$ cat config.mk
export PLATFORM = sky130hd
export DESIGN_NAME = cacheline_bmem_adapter
export DESIGN_NICKNAME = d
export VERILOG_FILES = /design/src/rtl/cacheline_bmem_adapter.sv
export SDC_FILE = /design/constraint.sdc
export NUM_CORES = 1
export LEC_CHECK = 0
export CAP_MARGIN = 20
export CORE_AREA = 2 2 388 390
export CTS_CLUSTER_DIAMETER = 60
export DETAILED_ROUTE_END_ITERATION = 8
export DIE_AREA = 0 0 390 392
export GPL_TIMING_DRIVEN = 0
export PLACE_DENSITY_LB_ADDON = 0.25
export REMOVE_ABC_BUFFERS = 1
export SYNTH_ARGS = -nofsm -noshare
export SYNTH_HDL_FRONTEND = slang
export SYNTH_SLANG_ARGS = --single-unit
$ cat constraint.sdc
create_clock -name clk -period 2 [get_ports clk]
set_input_delay 0.3 -clock clk [delete_from_list [all_inputs] [get_ports clk]]
set_output_delay 0.3 -clock clk [all_outputs]
set_load 0.02 [all_outputs]
$ cat src/rtl/cacheline_bmem_adapter.sv
// I/D line-miss arbiter that serialises 256-bit lines into 64-bit bmem bursts.
// Define BMEM_ARB_RR_EN for round-robin grants; otherwise D-cache has fixed priority.
module cacheline_bmem_adapter #(
    parameter int ADDR_W      = 32,
    parameter int BEAT_W      = 64,
    parameter int BURST_BEATS = 4,
    localparam int LINE_W     = BEAT_W * BURST_BEATS
) (
    input  logic              clk,
    input  logic              rst,
    input  logic [ADDR_W-1:0] i_addr,
    input  logic              i_read,
    output logic [LINE_W-1:0] i_rdata,
    output logic              i_resp,
    input  logic [ADDR_W-1:0] d_addr,
    input  logic              d_read,
    input  logic              d_write,
    input  logic [LINE_W-1:0] d_wdata,
    output logic [LINE_W-1:0] d_rdata,
    output logic              d_resp,
    output logic [ADDR_W-1:0] bmem_addr,
    output logic              bmem_read,
    output logic              bmem_write,
    output logic [BEAT_W-1:0] bmem_wdata,
    input  logic [BEAT_W-1:0] bmem_rdata,
    input  logic              bmem_resp
);

    localparam int CNT_W = (BURST_BEATS > 1) ? $clog2(BURST_BEATS) : 1;
    localparam int OFF_W = $clog2(LINE_W / 8);
    localparam logic [CNT_W-1:0] LAST_BEAT = CNT_W'(BURST_BEATS - 1);

    typedef enum logic [2:0] {
        IDLE,
        RD_ISSUE,
        RD_BEATS,
        WR_BURST,
        DONE
    } state_t;

    state_t            state_q, state_d;
    logic [CNT_W-1:0]  beat_cnt_q, beat_cnt_d;
    logic [LINE_W-1:0] line_q, line_d;
    logic [ADDR_W-1:0] addr_q, addr_d;
    logic              gnt_d_q, gnt_d_d;
    logic              d_req;
    logic              i_req;
    logic              pick_d;
    logic [BEAT_W-1:0] wbeat;

    assign d_req = d_read | d_write;
    assign i_req = i_read;

`ifdef BMEM_ARB_RR_EN
    // Only contested grants move the pointer; a lone request never changes fairness.
    logic last_d_q, last_d_d;
    logic contested;

    always_comb begin
        contested = d_req & i_req;
        pick_d    = contested ? ~last_d_q : d_req;
        last_d_d  = last_d_q;
        if (state_q == IDLE && contested) begin
            last_d_d = pick_d;
        end
    end

    always_ff @(posedge clk or negedge rst) begin
        if (!rst) begin
            last_d_q <= 1'b0;
        end else begin
            last_d_q <= last_d_d;
        end
    end
`else
    assign pick_d = d_req;
`endif

    always_comb begin
        state_d    = state_q;
        beat_cnt_d = beat_cnt_q;
        line_d     = line_q;
        addr_d     = addr_q;
        gnt_d_d    = gnt_d_q;
        unique case (state_q)
            IDLE: begin
                if (d_req || i_req) begin
                    gnt_d_d    = pick_d;
                    beat_cnt_d = '0;
                    if (pick_d) begin
                        addr_d = {d_addr[ADDR_W-1:OFF_W], {OFF_W{1'b0}}};
                    end else begin
                        addr_d = {i_addr[ADDR_W-1:OFF_W], {OFF_W{1'b0}}};
                    end
                    if (pick_d && d_write) begin
                        line_d  = d_wdata;
                        state_d = WR_BURST;
                    end else begin
                        state_d = RD_ISSUE;
                    end
                end
            end
            RD_ISSUE: state_d = RD_BEATS;
            RD_BEATS: begin
                if (bmem_resp) begin
                    for (int b = 0; b < BURST_BEATS; b++) begin
                        if (beat_cnt_q == CNT_W'(b)) begin
                            line_d[b*BEAT_W +: BEAT_W] = bmem_rdata;
                        end
                    end
                    beat_cnt_d = beat_cnt_q + 1'b1;
                    if (beat_cnt_q == LAST_BEAT) begin
                        state_d = DONE;
                    end
                end
            end
            WR_BURST: begin
                beat_cnt_d = beat_cnt_q + 1'b1;
                if (beat_cnt_q == LAST_BEAT) begin
                    state_d = DONE;
                end
            end
            DONE: state_d = IDLE;
            default: state_d = IDLE;
        endcase
    end

    always_comb begin
        wbeat = '0;
        for (int b = 0; b < BURST_BEATS; b++) begin
            if (beat_cnt_q == CNT_W'(b)) begin
                wbeat = line_q[b*BEAT_W +: BEAT_W];
            end
        end
    end

    always_ff @(posedge clk or negedge rst) begin
        if (!rst) begin
            state_q    <= IDLE;
            beat_cnt_q <= '0;
            line_q     <= '0;
            addr_q     <= '0;
            gnt_d_q    <= 1'b0;
        end else begin
            state_q    <= state_d;
            beat_cnt_q <= beat_cnt_d;
            line_q     <= line_d;
            addr_q     <= addr_d;
            gnt_d_q    <= gnt_d_d;
        end
    end

    // Outputs derive only from flops, so reset clears them asynchronously.
    always_comb begin
        bmem_read  = (state_q == RD_ISSUE);
        bmem_write = (state_q == WR_BURST) && (beat_cnt_q == '0);
        bmem_addr  = (state_q == IDLE) ? '0 : addr_q;
        bmem_wdata = (state_q == WR_BURST) ? wbeat : '0;
        i_resp     = (state_q == DONE) && !gnt_d_q;
        d_resp     = (state_q == DONE) && gnt_d_q;
        i_rdata    = i_resp ? line_q : '0;
        d_rdata    = d_resp ? line_q : '0;
    end

endmodule

==> Flow_metrics.wiki <==
{| class="wikitable"
! Metric !! Value
|-
| Internal Pwr Total || 0.0288 W
|-
| Leakage || 17.5 nW
|-
| Most frequent cells in the layout || 382 x sky130_fd_sc_hd__clkdlybuf4s50_1, 356 x sky130_fd_sc_hd__and2_1, 338 x sky130_fd_sc_hd__a21oi_1
|-
| Power share of the sequential group || 24.2%
|-
| Achievable frequency || 326 MHz
|-
| Max-cap check violation count || 0
|-
| Synthesized flop and latch total || 289
|-
| Number of buffers added by the clock tree synthesis step || 51
|-
| Most common cell after layout, fill and taps aside || sky130_fd_sc_hd__clkdlybuf4s50_1
|-
| Insertion delay of the later-clocked pin in the worst-skew pair || 0.63 ns
|-
| Via-per-instance ratio || 4.19
|-
| Layout Skew || 0.0328 ns
|-
| Relative slew slack || 34.7%
|-
| Overall Power || 0.0548 W
|-
| Total gr overflow || 0
|-
| Area of the die || 153,000 um^2
|-
| Count of mapped cells out of synthesis || 2,321
|-
| Area share of the largest cell type after synthesis || 35.8%
|-
| Site row count || 142
|-
| Placeable core area || 149,000 um^2
|-
| H-tree level count || 2
|-
| Detail Route Antenna Nets || 0
|-
| Switching power summed over all nets || 0.0260 W
|-
| Mean area per synthesized cell || 8.72 um^2
|-
| RSZ-0062 raised after global routing || yes
|-
| Proportion of register bits with asynchronous set or reset after synthesis || 100%
|-
| Vias after detailed routing || 22,979
|-
| Number of distinct library cells after synthesis || 36
|-
| Transition time of the tightest slew-check pin || 0.975 ns
|-
| Die height || 392 um
|-
| Min cycle time layout || 3.07 ns
|-
| Max Transition Viols Final || 0
|-
| Top_reg_cell synth || sky130_fd_sc_hd__dfrtp_1
|-
| Top cells by area in the synthesized netlist || sky130_fd_sc_hd__dfrtp_1 36%, sky130_fd_sc_hd__and2_1 17%, sky130_fd_sc_hd__mux2i_1 14%, sky130_fd_sc_hd__a21oi_1 9.6%, sky130_fd_sc_hd__inv_1 4.8%
|-
| Final cell utilization of the core || 26.3%
|-
| CTS Root Cell || sky130_fd_sc_hd__clkbuf_16
|-
| Final setup margin || -1.07 ns
|-
| Count of endpoints failing hold in the final timing report || 0
|-
| Library cell occupying the most area in the post-synthesis netlist || sky130_fd_sc_hd__dfrtp_1
|-
| Post-synthesis sequential area ratio || 35.8%
|-
| Io pins || 1,002
|-
| I/O Buffers || 986
|-
| Arrival time reported for the critical path endpoint || 2.77 ns
|-
| Violations in the final reports || setup timing
|-
| Run status || finished, violations left
|-
| Required time worst endpoint || 1.70 ns
|-
| Largest net degree at the start of global routing || 99
|-
| Largest buffer count on any clock path || 3
|-
| Horizontal die dimension || 390 um
|-
| Clock transition at the register clock pins on the worst setup and hold paths after CTS || 0.06 ns
|-
| Critical Path Source Type || flip-flop
|-
| Clk pwr share || 17.0%
|-
| Number of cells after detailed placement || 5,095
|-
| Number of failing setup endpoints in the final timing report || 889
|-
| DR DRC count || 0
|-
| Type of the worst min-delay path || primary input to async pin
|-
| Starting utilization of the core area || 13.6%
|-
| Syn. warnings || 0
|-
| Pwr dens || 1400 nW/um^2
|-
| Kind of end point of the critical path || output port
|-
| Wire length of the first global-routing pass || 200,000 um
|-
| Number of enable-type register cells in the synthesized netlist || 0
|-
| Share of total power consumed by net switching || 47.5%
|-
| Area growth from synthesis to final layout || 93.7%
|-
| Area of the mapped netlist || 20,200 um^2
|-
| Post-route clock period utilization || 153%
|-
| DRT Pass-1 Iters || 5
|-
| Clock Sinks || 289
|-
| Antenna violations before repair || 31
|-
| Type of the setup path with the least slack || flip-flop to output port
|-
| Per-cell routed wire length || 29.9 um
|-
| Post-detail-place hpwl || 98,700 um
|-
| Violation count after the first detailed-routing iteration || 1,576
|-
| Combinational power share || 58.8%
|-
| Final routed wirelength across all metal layers || 164,000 um
|-
| Minimum setup slack after placement || -1.97 ns
|-
| Fraction of final layout cells sized beyond drive strength 1 || 34.3%
|-
| Final standard cell count with taps included and fillers excluded || 5,486
|-
| Worst IR Drop VDD || 784 uV
|-
| Routability Congestion || 0.787
|-
| Crit Path Max Fanout || 11
|-
| Vias in the first global route || 21,713
|-
| Gr usage total || 19.0%
|-
| CTS tree || yes
|-
| Nets@finish || 3,886
|}
## cells in the mapped netlist, types with 2 or more instances
master                        n
sky130_fd_sc_hd__a221o_1     64
sky130_fd_sc_hd__buf_1        9
sky130_fd_sc_hd__o2bb2ai_1    2
sky130_fd_sc_hd__buf_2       22
sky130_fd_sc_hd__buf_4       32
sky130_fd_sc_hd__mux2i_1    283
sky130_fd_sc_hd__nand2_1     66
sky130_fd_sc_hd__nand3b_1    64
sky130_fd_sc_hd__nand3_1      4
sky130_fd_sc_hd__dfrtp_1    289
sky130_fd_sc_hd__nor2b_1      2
sky130_fd_sc_hd__o21ai_1      2
sky130_fd_sc_hd__and4bb_1     8
sky130_fd_sc_hd__buf_6       29
sky130_fd_sc_hd__ha_1         4
sky130_fd_sc_hd__and4bb_2    54
sky130_fd_sc_hd__inv_1      259
sky130_fd_sc_hd__o21ai_0     54
sky130_fd_sc_hd__nand2b_1     3
sky130_fd_sc_hd__clkbuf_2     2
sky130_fd_sc_hd__clkbuf_1   120
sky130_fd_sc_hd__a21oi_1    388
sky130_fd_sc_hd__nor4bb_1     3
sky130_fd_sc_hd__nor2_1       4
sky130_fd_sc_hd__nor3_1       4
sky130_fd_sc_hd__and2_1     540
## critical path: stages (launching register included)
cell and delay, ns:
sky130_fd_sc_hd__dfrtp_4 0.50, sky130_fd_sc_hd__buf_16 0.15, sky130_fd_sc_hd__nor4b_4 0.34, sky130_fd_sc_hd__buf_4 0.18, sky130_fd_sc_hd__buf_6 0.12, sky130_fd_sc_hd__buf_12 0.13
sky130_fd_sc_hd__buf_12 0.13, sky130_fd_sc_hd__buf_16 0.13, sky130_fd_sc_hd__clkbuf_16 0.16, sky130_fd_sc_hd__and2_4 0.17, sky130_fd_sc_hd__buf_6 0.12
## power by group through the flow
stage / combinational, W / sequential [W] / clock, W
CTS: 0.0291 / 0.0132 / 0.00961
global route: 0.0340 / 0.0136 / 0.00980
finish: 0.0322 / 0.0132 / 0.00933
detailed placement: 0.0229 / 0.0136 / 0
floorplan: 0.0123 / 0.0108 / 0
global placement: 0.0143 / 0.0136 / 0
## stage by stage
step                setup TNS (ns)  hold slack, ns  area [um^2]
finish                     -644.55           0.208        39200
global route               -721.38           0.198        39200
CTS                        -776.71           0.170        36200
detailed placement        -1120.62           0.274        32600
global placement                 -           0.484        31400
floorplan                 -3026.39         0.00441        19100
## what timing repair did
| item | CTS | global route |
|---|---|---|
| cloned | 42 | 47 |
| gates resized for setup | 1455 | 1677 |
| pin swaps | 28 | 67 |
| setup buffers | 77 | 125 |
| endpoints found under the hold margin | 55 | 0 |
| endpoints found under the setup margin | 893 | 893 |
| hold buffers | 1 | 0 |
## state kept, by name (all words and copies together) (netlist names)
signal and cells:
line_q 256, addr_q 27, state_q 3, beat_cnt_q 2, gnt_d_q 1
## cell type report
cell class | count | area [um^2]
Fill cell | 16128 | 110000
Timing Repair Buffer | 1322 | 15100
Multi-Input combinational cell | 1569 | 11700
Sequential cell | 289 | 7250
Tap cell | 1944 | 2430
Clock buffer | 66 | 1370
Inverter | 259 | 975
Clock inverter | 27 | 354
Antenna cell | 10 | 25.0
## routing by layer
metal	part of all wire, %	wire length [um]	track usage (%)
met4	2.5	4130	3.83
met2	46	75800	31.4
met3	7.3	12000	4.72
met5	0.027	44	0
met1	44	72300	24.9
## worst paths after layout
path | startpoint | endpoint | slack (ns) | cells after the start
setup / recovery | state_q[0]$_DFFE_PN0P_ | i_rdata[34] | -1.07 | 10
min in group clk | d_addr[19] | addr_q[19]$_DFFE_PN0P_ | 0.30 | 3
max in group asynchronous | rst | line_q[232]$_DFFE_PN0P_ | 0.41 | 4
setup reg to reg | beat_cnt_q[0]$_DFFE_PN0P_ | line_q[141]$_DFFE_PN0P_ | -0.73 | 9
hold / removal | rst | line_q[48]$_DFFE_PN0P_ | 0.21 | 2
hold reg to reg | addr_q[28]$_DFFE_PN0P_ | addr_q[28]$_DFFE_PN0P_ | 0.50 | 2
## kinds of logic after synthesis
group	after synthesis	share of synthesized area, %
buffers and inverters	473	10.6
adders and majority gates	4	0.247
AOI/OAI and AO/OA	513	14.4
DFF	289	35.8
muxes	283	14.0
and+or+nand+nor	758	25.0
other	1	0.0185
Note: power is estimated with default switching activity, not from simulation.
